$ cat src/rtl/sonar_eco_gerador_pkg.sv
// Shared definitions for the HC-SR04 echo emulator: state codes, default 50 MHz timing, distance limit.
package sonar_eco_gerador_pkg;

    typedef enum logic [2:0] {
        ST_INICIAL      = 3'd0,
        ST_MEDE_TRIGGER = 3'd1,
        ST_ESPERA       = 3'd2,
        ST_ECO          = 3'd3,
        ST_FIM          = 3'd4,
        ST_HOLDOFF      = 3'd5
    } estado_t;

    localparam int unsigned TICKS_POR_CM_PADRAO = 2941;
    localparam int unsigned MIN_TRIGGER_PADRAO  = 500;
    localparam int unsigned ATRASO_ECO_PADRAO   = 500;
    localparam int unsigned HOLDOFF_PADRAO      = 3000000;
    localparam int unsigned MAX_CM_PADRAO       = 400;

    // Bit width needed to hold 0..m-1, never below one bit.
    function automatic int unsigned largura(input int unsigned m);
        return (m > 1) ? $clog2(m) : 1;
    endfunction

endpackage

$ cat src/rtl/sonar_eco_gerador_contador_m.sv
// Modulo-M counter: zera clears (priority), conta advances and wraps; fim flags the terminal value M-1.
module contador_m
    import sonar_eco_gerador_pkg::*;
#(
    parameter int unsigned M = 10
) (
    input  logic                   clock,
    input  logic                   reset,
    input  logic                   zera,
    input  logic                   conta,
    output logic [largura(M)-1:0]  q,
    output logic                   fim
);

    localparam int unsigned W = largura(M);

    assign fim = (q == W'(M - 1));

    always_ff @(posedge clock or negedge reset) begin
        if (!reset) begin
            q <= '0;
        end else if (zera) begin
            q <= '0;
        end else if (conta) begin
            q <= fim ? '0 : q + 1'b1;
        end
    end

endmodule

$ cat src/rtl/sonar_eco_gerador.sv
// HC-SR04 echo emulator: validates trigger width, waits, then drives echo for distancia x TICKS_POR_CM cycles.
// Optional build macro ECO_HOLDOFF_EN adds a post-measurement holdoff state.
module sonar_eco_gerador
    import sonar_eco_gerador_pkg::*;
#(
    parameter int unsigned TICKS_POR_CM = TICKS_POR_CM_PADRAO,
    parameter int unsigned LARGURA_DIST = 9,
    parameter int unsigned MAX_CM       = MAX_CM_PADRAO,
    parameter int unsigned MIN_TRIGGER  = MIN_TRIGGER_PADRAO,
    parameter int unsigned ATRASO_ECO   = ATRASO_ECO_PADRAO,
    parameter int unsigned HOLDOFF      = HOLDOFF_PADRAO
) (
    input  logic                    clock,
    input  logic                    reset,
    input  logic                    trigger,
    input  logic [LARGURA_DIST-1:0] distancia,
    output logic                    echo,
    output logic                    ocupado,
    output logic                    pronto,
    output logic                    erro_trigger,
    output logic [2:0]              db_estado
);

    localparam int unsigned TW = largura(MIN_TRIGGER + 1);
    localparam int unsigned AW = largura(ATRASO_ECO);
    localparam int unsigned KW = largura(TICKS_POR_CM);
    localparam int unsigned CW = largura(MAX_CM + 1);

    estado_t         estado, proximo;
    logic            trig_m, trig_s;
    logic            trig_fim, atraso_fim, tick_fim, cm_ultimo;
    logic [TW-1:0]   trig_unused;
    logic [AW-1:0]   atraso_unused;
    logic [KW-1:0]   tick_unused;
    logic [CW-1:0]   cm_q, dist_lat, dist_limitada;
    logic [31:0]     dist_ext;
    logic            trig_ativo, rejeita, aceita;

    always_ff @(posedge clock or negedge reset) begin
        if (!reset) begin
            trig_m <= 1'b0;
            trig_s <= 1'b0;
        end else begin
            trig_m <= trigger;
            trig_s <= trig_m;
        end
    end

    // Trigger counter starts at 1 on the acceptance cycle and saturates at MIN_TRIGGER.
    assign trig_ativo = trig_s && (estado == ST_INICIAL || estado == ST_MEDE_TRIGGER);
    assign aceita     = (estado == ST_MEDE_TRIGGER) && !trig_s && trig_fim;
    assign rejeita    = (estado == ST_MEDE_TRIGGER) && !trig_s && !trig_fim;

    contador_m #(.M(MIN_TRIGGER + 1)) u_trig (
        .clock(clock), .reset(reset), .zera(!trig_ativo), .conta(trig_ativo && !trig_fim),
        .q(trig_unused), .fim(trig_fim)
    );

    contador_m #(.M(ATRASO_ECO)) u_atraso (
        .clock(clock), .reset(reset), .zera(estado != ST_ESPERA), .conta(estado == ST_ESPERA),
        .q(atraso_unused), .fim(atraso_fim)
    );

    contador_m #(.M(TICKS_POR_CM)) u_tick (
        .clock(clock), .reset(reset), .zera(estado != ST_ECO), .conta(estado == ST_ECO),
        .q(tick_unused), .fim(tick_fim)
    );

    contador_m #(.M(MAX_CM + 1)) u_cm (
        .clock(clock), .reset(reset), .zera(estado != ST_ECO), .conta((estado == ST_ECO) && tick_fim),
        .q(cm_q), .fim()
    );

`ifdef ECO_HOLDOFF_EN
    logic                         hold_fim;
    logic [largura(HOLDOFF)-1:0]  hold_unused;

    contador_m #(.M(HOLDOFF)) u_hold (
        .clock(clock), .reset(reset), .zera(estado != ST_HOLDOFF), .conta(estado == ST_HOLDOFF),
        .q(hold_unused), .fim(hold_fim)
    );
`endif

    assign dist_ext      = 32'(distancia);
    assign dist_limitada = (dist_ext > MAX_CM) ? CW'(MAX_CM) :
                           (dist_ext == 32'd0) ? CW'(1) : CW'(dist_ext);
    // Exit on the wrap that completes the last cm, so echo spans exactly dist_lat full cm periods.
    assign cm_ultimo     = tick_fim && (cm_q == dist_lat - CW'(1));

    always_ff @(posedge clock or negedge reset) begin
        if (!reset) begin
            erro_trigger <= 1'b0;
            dist_lat     <= '0;
        end else begin
            erro_trigger <= rejeita;
            if (aceita) dist_lat <= dist_limitada;
        end
    end

    always_ff @(posedge clock or negedge reset) begin
        if (!reset) estado <= ST_INICIAL;
        else        estado <= proximo;
    end

    always_comb begin
        proximo = estado;
        case (estado)
            ST_INICIAL:      if (trig_s) proximo = ST_MEDE_TRIGGER;
            ST_MEDE_TRIGGER: if (!trig_s) proximo = trig_fim ? ST_ESPERA : ST_INICIAL;
            ST_ESPERA:       if (atraso_fim) proximo = ST_ECO;
            ST_ECO:          if (cm_ultimo) proximo = ST_FIM;
`ifdef ECO_HOLDOFF_EN
            ST_FIM:          proximo = ST_HOLDOFF;
            ST_HOLDOFF:      if (hold_fim) proximo = ST_INICIAL;
`else
            ST_FIM:          proximo = ST_INICIAL;
`endif
            default:         proximo = ST_INICIAL;
        endcase
    end

    always_comb begin
        echo    = 1'b0;
        ocupado = 1'b0;
        pronto  = 1'b0;
        case (estado)
            ST_ESPERA: ocupado = 1'b1;
            ST_ECO:    begin echo = 1'b1; ocupado = 1'b1; end
            ST_FIM:    begin pronto = 1'b1; ocupado = 1'b1; end
            default:   ;
        endcase
    end

    assign db_estado = estado;

endmodule

$ cat config.mk
export PLATFORM = sky130hd
export DESIGN_NAME = sonar_eco_gerador
export DESIGN_NICKNAME = d
export VERILOG_FILES = /design/src/rtl/sonar_eco_gerador_pkg.sv /design/src/rtl/sonar_eco_gerador_contador_m.sv /design/src/rtl/sonar_eco_gerador.sv
export SDC_FILE = /design/constraint.sdc
export NUM_CORES = 1
export LEC_CHECK = 0
export ABC_CLOCK_PERIOD_IN_PS = 3700
export CAP_MARGIN = 30
export CORE_UTILIZATION = 51
export DETAILED_ROUTE_END_ITERATION = 16
export GPL_ROUTABILITY_DRIVEN = 0
export HOLD_SLACK_MARGIN = 0.06
export PLACE_DENSITY = 0.7
export SLEW_MARGIN = 5
export SYNTH_ARGS = -nofsm -noshare
export SYNTH_HDL_FRONTEND = slang
export SYNTH_SLANG_ARGS = --single-unit
$ cat constraint.sdc
create_clock -name clock -period 3.7 [get_ports clock]
set_input_delay 0.925 -clock clock [delete_from_list [all_inputs] [get_ports clock]]
set_output_delay 0.925 -clock clock [all_outputs]
set_load 0.005 [all_outputs]
==> run_results.csv, run 1 <==
group,metric,value,unit
run_status,status,"finished clean",
layout,mostFrequentLayoutCells,"54 x dfrtp_1, 48 x nor2_1, 18 x nand2_1",
job,drv_cap,0,
synthesis,synth-warning-count,0,
cts,numCtsBuffers,5,
sta,tns,0,ns
cts,cts_max_level,2,
synthesis,synth_top_cell_area_share,0.4671,
critical_path,critPathKind,"register to output port",
layout,final_core_util,0.5912,
power,vdd_drop_max,0.1541,mV
critical_path,cp_num_cells,2,
synthesis,synth-compound-area-share,0.1198,
critical_path,cp-end-kind,"output port",
cts,cts_tree,"built",
synthesis,avgSynthCellArea,9.516,sq um
global_route,grt_usage,0.1998,
die,die-area,5978,sq um
synthesis,synth.mux.area_fraction,0.01125,
global_route,gr-total-overflow,0,
critical_path,rr_worst_depth,7,
die,start_util,0.5286,
cts,cts_buffer_depth,2,
cts,post_cts_buffers,0,
sta,slew_violations,0,
synthesis,synthAdderAreaFrac,0.03460,
layout,finalNetCount,340,
cts,cts-root-buf,"clkbuf_8",
synthesis,syn-num-nets,324,
placed_design,post-dp-hpwl,3.836,mm
sta,worstMarginPinSlew,0.7722,ns
die,row_count,27,
power,leakagePower,1.369,nW
sta,timing.fmax,365.4,MHz
placed_design,io_buffers,18,
sta,period_share,0.7396,
global_route,grt_pass1_vias,2060,
hold_path,worstHoldPathCells,0,
cts,clk_pin_slew,0.09,ns
layout,final_cell_area,3236,sq um
drt,drc,0,
drt,wirelength,5.354,mm
critical_path,timing.critical_path.buf_inv,1,
synthesis,synth.distinct_cells,47,
synthesis,seq_area_frac_synth,0.4671,
critical_path,crit_path_start_kind,"register",
sta,hold_violations,0,
drt,ant_nets,0,
synthesis,synth_simple_gate_area_frac,0.2530,
layout,layout-drive-gt1-share,0.06854,
drt,vias,2195,
sta,grt_setup_unrepaired,"false",
critical_path,cp.arrival,1.81,ns
critical_path,critical_path.top_delay_family,"buffers and inverters",
global_route,grt_max_degree,36,
die,io_pins,19,
die,die_x,77.32,um
die,fp.dieH,77.32,um
drt,firstDrtPassIters,4,
synthesis,synth.area.top_cells,"dfrtp_1 47%, nor2_1 6.2%, xor2_1 4.5%",
drt,drtIter0Drc,74,
critical_path,cpPeakStageDelay,0.58,ns
sta,min_period,2.737,ns
cts,cts_resized,0,
critical_path,r2r_slack,1.29,ns
synthesis,synth_top_area_cell,"dfrtp_1",
critical_path,slowest_stage,"clkdlybuf4s50_1",
drt,wl_per_cell,13.62,um
die,core-area,5473,sq um
global_route,grt_pass1_wl,9.473,mm
synthesis,synth_async_sr_flop_share,1.000,
sta,finalSetupViolations,0,
layout,synthToLayoutAreaGrowth,11.85,%
synthesis,netlist_area,2893,sq um
critical_path,cp_max_fo,10,
sta,fin_skew,0.005370,ns
critical_path,critical_path_required,2.77,ns
synthesis,syn_inst,304,
cts,ctsHoldBuffers,0,
power,powerDensity,328.3,nW/um^2
critical_path,critical_path.cell_chain,"and3b_1, clkdlybuf4s50_1",
sta,timing.slew.headroom,0.4852,
layout,diodes,0,
cts,clock_latency,0.31,ns
drt,viasPerCell,5.585,
placed_design,placed_area,3126,sq um
synthesis,synth_top_family_by_area,"simple AND/OR/NAND/NOR gates",
synthesis,synth_edf_count,0,
cts,cts.sinks,54,
synthesis,synth-xor-area-share,0.08478,
hold_path,hold_path.class,"register to register",
synthesis,synth_flop_cell,"dfrtp_1",
global_route,antenna_found_initial,0,
layout,layout.cells.most_common,"dfrtp_1",
synthesis,ys_ff_latch,54,
layout make-up:
cell class	instances	area, sq um
Inverter	12	45.04
Tap cell	72	90.09
Multi-Input combinational cell	228	1456
Fill cell	492	2237
Timing Repair Buffer	19	182.7
Sequential cell	54	1351
Clock buffer	8	110.1
final timing paths:
path,end,startpoint
setup / recovery,echo,db_estado[2]
hold / removal,trig_s,trig_m
setup reg to reg,dist_lat[0],u_trig.q[0]
hold reg to reg,trig_s,trig_m
max in group asynchronous,dist_lat[8],reset
min in group asynchronous,u_tick.q[5],reset
Yosys cell counts, types with 2 or more instances:
cell,number
xnor2_1,13
and4_1,5
nand4b_1,2
o41ai_1,4
nor2_1,48
buf_2,2
o2111ai_1,2
o211ai_1,3
or3_1,3
clkbuf_1,8
or4_4,2
or3b_2,2
nand4_1,7
a21o_1,2
nor3_1,7
ha_1,8
inv_1,12
nand2b_1,6
a31oi_1,2
dfrtp_1,54
and2_1,4
nor2b_1,5
nand3_1,12
mux2_2,2
a22o_1,5
or2_2,2
o31ai_1,4
nor4_1,2
and3_1,9
a21oi_1,6
and3b_1,2
xor2_1,15
nand2_1,18
o21ai_0,13
report_power, final:
group | switching, mW | leakage (nW) | total (mW) | internal [mW]
Clock | 0.184 | 0.0575 | 0.373 | 0.189
Sequential | 0.0160 | 0.726 | 0.617 | 0.601
Combinational | 0.0359 | 0.586 | 0.0722 | 0.0363
routing by layer:
layer	GRT usage	vias up	wire length, um
met3	0.04048	6	124
met4	0.07547	0	76
li1	-	1109	-
met1	0.2651	1058	2639
met5	0	-	0
met2	0.3212	22	2512
worst register-to-register path, cell delays in order, from the launching register on:
cell and delay (ns):
dfrtp_1 0.42, inv_1 0.11, ha_1 0.15, nand4b_1 0.10, nor2_1 0.39, nand4_1 0.50
nor2_1 0.49, a22o_2 0.20
kinds of logic (layout without fill, tap and decap cells):
family                     Yosys count  in the layout
AOI/OAI and AO/OA                   49             49
xor gates and xnor gates            28             28
adders and majority gates            8              8
buffers and inverters               22             39
DFF                                 54             54
muxes                                3              3
and+or+nand+nor                    140            140
flip-flops by register name (all words and copies together), names as in the netlist:
register / cells
erro_trigger: 1
u_atraso.q: 9
u_cm.q: 9
trig_m: 1
db_estado: 3
u_trig.q: 9
dist_lat: 9
u_tick.q: 12
trig_s: 1
metrics by stage:
stage | hold slack [ns] | setup slack, ns | cells | power, mW
after floorplan | 0.3312 | 1.674 | 304 | 0.6626
after global placement | 0.3343 | 1.310 | 385 | 0.6994
after detailed placement | 0.3602 | 1.275 | 385 | 0.7013
after CTS | 0.3816 | 0.9233 | 393 | 1.075
after global routing | 0.3931 | 0.8383 | 393 | 1.105
final | 0.3755 | 0.9635 | 393 | 1.062
Note: power is estimated with default switching activity, not from simulation.
==> inputs of run 2 (changes only) <==
- ABC_CLOCK_PERIOD_IN_PS: 3700 -> 2500
- PLACE_DENSITY: 0.7 -> 0.73
- clock period: 3.7 -> 2.5 ns (I/O delays scaled with it)
==> run_results.csv, run 2 (synthesis gave the netlist of run 1 again) <==
group,metric,value,unit
run_status,status,"finished clean",
drt,viasPerCell,5.641,
cts,numCtsBuffers,5,
sta,grt_setup_unrepaired,"false",
die,row_count,27,
cts,cts.sinks,54,
critical_path,critPathKind,"register to output port",
die,core-area,5473,sq um
critical_path,rr_startpoint,"dist_lat[0]",
cts,clk_pin_slew,0.10,ns
placed_design,io_buffers,18,
die,start_util,0.5286,
cts,cts_max_level,2,
sta,setup_ws,0.1444,ns
cts,post_cts_buffers,0,
global_route,gr-total-overflow,0,
layout,final_core_util,0.5988,
cts,ctsHoldBuffers,0,
drt,vias,2245,
critical_path,rr_worst_depth,7,
die,fp.dieH,77.32,um
layout,multi_input_area,1456,sq um
placed_design,pre_cts_ws,0.3488,ns
placed_design,placed_area,3163,sq um
critical_path,r2r_slack,0.34,ns
cts,cts-root-buf,"clkbuf_8",
critical_path,crit_path_start_kind,"register",
global_route,antenna_found_initial,0,
sta,slew_violations,0,
cts,cts_buffer_depth,2,
critical_path,r2r-end,"db_estado[1]",
global_route,grt_pass1_vias,2220,
power,vdd_drop_max,0.2767,mV
layout,layout.cells.most_common,"dfrtp_1",
power,leakagePower,1.386,nW
sta,timing.slew.headroom,0.6548,
global_route,grt_usage,0.2036,
sta,timing.fmax,424.5,MHz
layout,finalNetCount,345,
layout,synthToLayoutAreaGrowth,13.28,%
layout,ff_latch_area,1351,sq um
sta,hold_violations,0,
sta,min_period,2.356,ns
cts,cts_tree,"built",
layout,mostFrequentLayoutCells,"54 x dfrtp_1, 48 x nor2_1, 18 x nand2_1",
cts,cts_resized,0,
layout,diodes,0,
critical_path,cp.arrival,1.73,ns
drt,firstDrtPassIters,4,
sta,fin_skew,0.01160,ns
critical_path,critical_path_required,1.88,ns
die,die_x,77.32,um
die,io_pins,19,
die,die-area,5978,sq um
layout,largest_reg_flops,12,
sta,finalSetupViolations,0,
layout,final_cell_area,3277,sq um
global_route,grt_pass1_wl,9.804,mm
layout,layout-drive-gt1-share,0.08282,
drt,wl_per_cell,13.39,um
drt,wirelength,5.329,mm
drt,ant_nets,0,
placed_design,post-dp-hpwl,4.023,mm
layout,fillers,486,
sta,worstMarginPinSlew,0.5178,ns
drt,drc,0,
power,powerDensity,491.1,nW/um^2
layout,regMostFlops,"u_tick.q",
critical_path,cp_max_fo,7,
cts,clock_latency,0.31,ns
global_route,grt_max_degree,25,
critical_path,cp-end-kind,"output port",
job,drv_cap,0,
hold_path,hold_path.class,"input port to async pin",
drt,drtIter0Drc,90,
power,total_power,1.609,mW
sta,tns,0,ns
sta,period_share,0.9422,
-- run 2: cell types whose count changed in the layout (fill, tap and decap cells not counted) --
cell | previous run | this run
buf_4 | 1 | 6
clkbuf_8 | 8 | 5
clkinvlp_4 | 0 | 2
bufinv_16 | 0 | 1
-- run 2: cell type report --
class | count | area share
Multi-Input combinational cell | 228 | 0.4444
Sequential cell | 54 | 0.4124
Timing Repair Buffer | 24 | 0.06720
Tap cell | 72 | 0.02749
Clock buffer | 5 | 0.02100
Clock inverter | 3 | 0.01375
Inverter | 12 | 0.01375
-- run 2: per-layer routing --
metal  wire (um)  share of wire  vias up  global-route usage
met1        2516           0.47     1101              0.2548
met5           0              0        -                   0
met4          81          0.015        0             0.08113
met3         133          0.025        6             0.03333
met2        2598           0.49       25              0.3487
li1            -              -     1113                   -
-- run 2: worst max path at each step --
stage	from	slack, ns	cells after the start	endpoint
after floorplan	dist_lat[0]	0.47	5	db_estado[0]
after global placement	dist_lat[0]	0.41	5	db_estado[0]
after detailed placement	u_tick.q[0]	0.35	7	db_estado[1]
after CTS	db_estado[2]	0.12	4	ocupado
after global routing	db_estado[2]	0.02	4	ocupado
final	db_estado[2]	0.14	4	ocupado
-- run 2: power breakdown --
| group | internal, mW | total [mW] | switching, mW |
|---|---|---|---|
| clock | 0.298 | 0.588 | 0.290 |
| combinational | 0.0550 | 0.108 | 0.0534 |
| sequential | 0.889 | 0.913 | 0.0240 |
| total | 1.24 | 1.61 | 0.367 |
-- run 2: worst max-delay path, cell delays in order (launching register included) --
cell	delay, ns
dfrtp_1	0.48
inv_1	0.13
nor3_1	0.21
a21o_1	0.11
clkdlybuf4s50_1	0.49
-- run 2: stage by stage --
| step | instances | hold slack [ns] |
|---|---|---|
| floorplan | 304 | 0.3294 |
| global route | 398 | 0.3227 |
| finish | 398 | 0.2743 |
| detailed placement | 390 | 0.3394 |
| global placement | 390 | 0.3389 |
| CTS | 398 | 0.2808 |
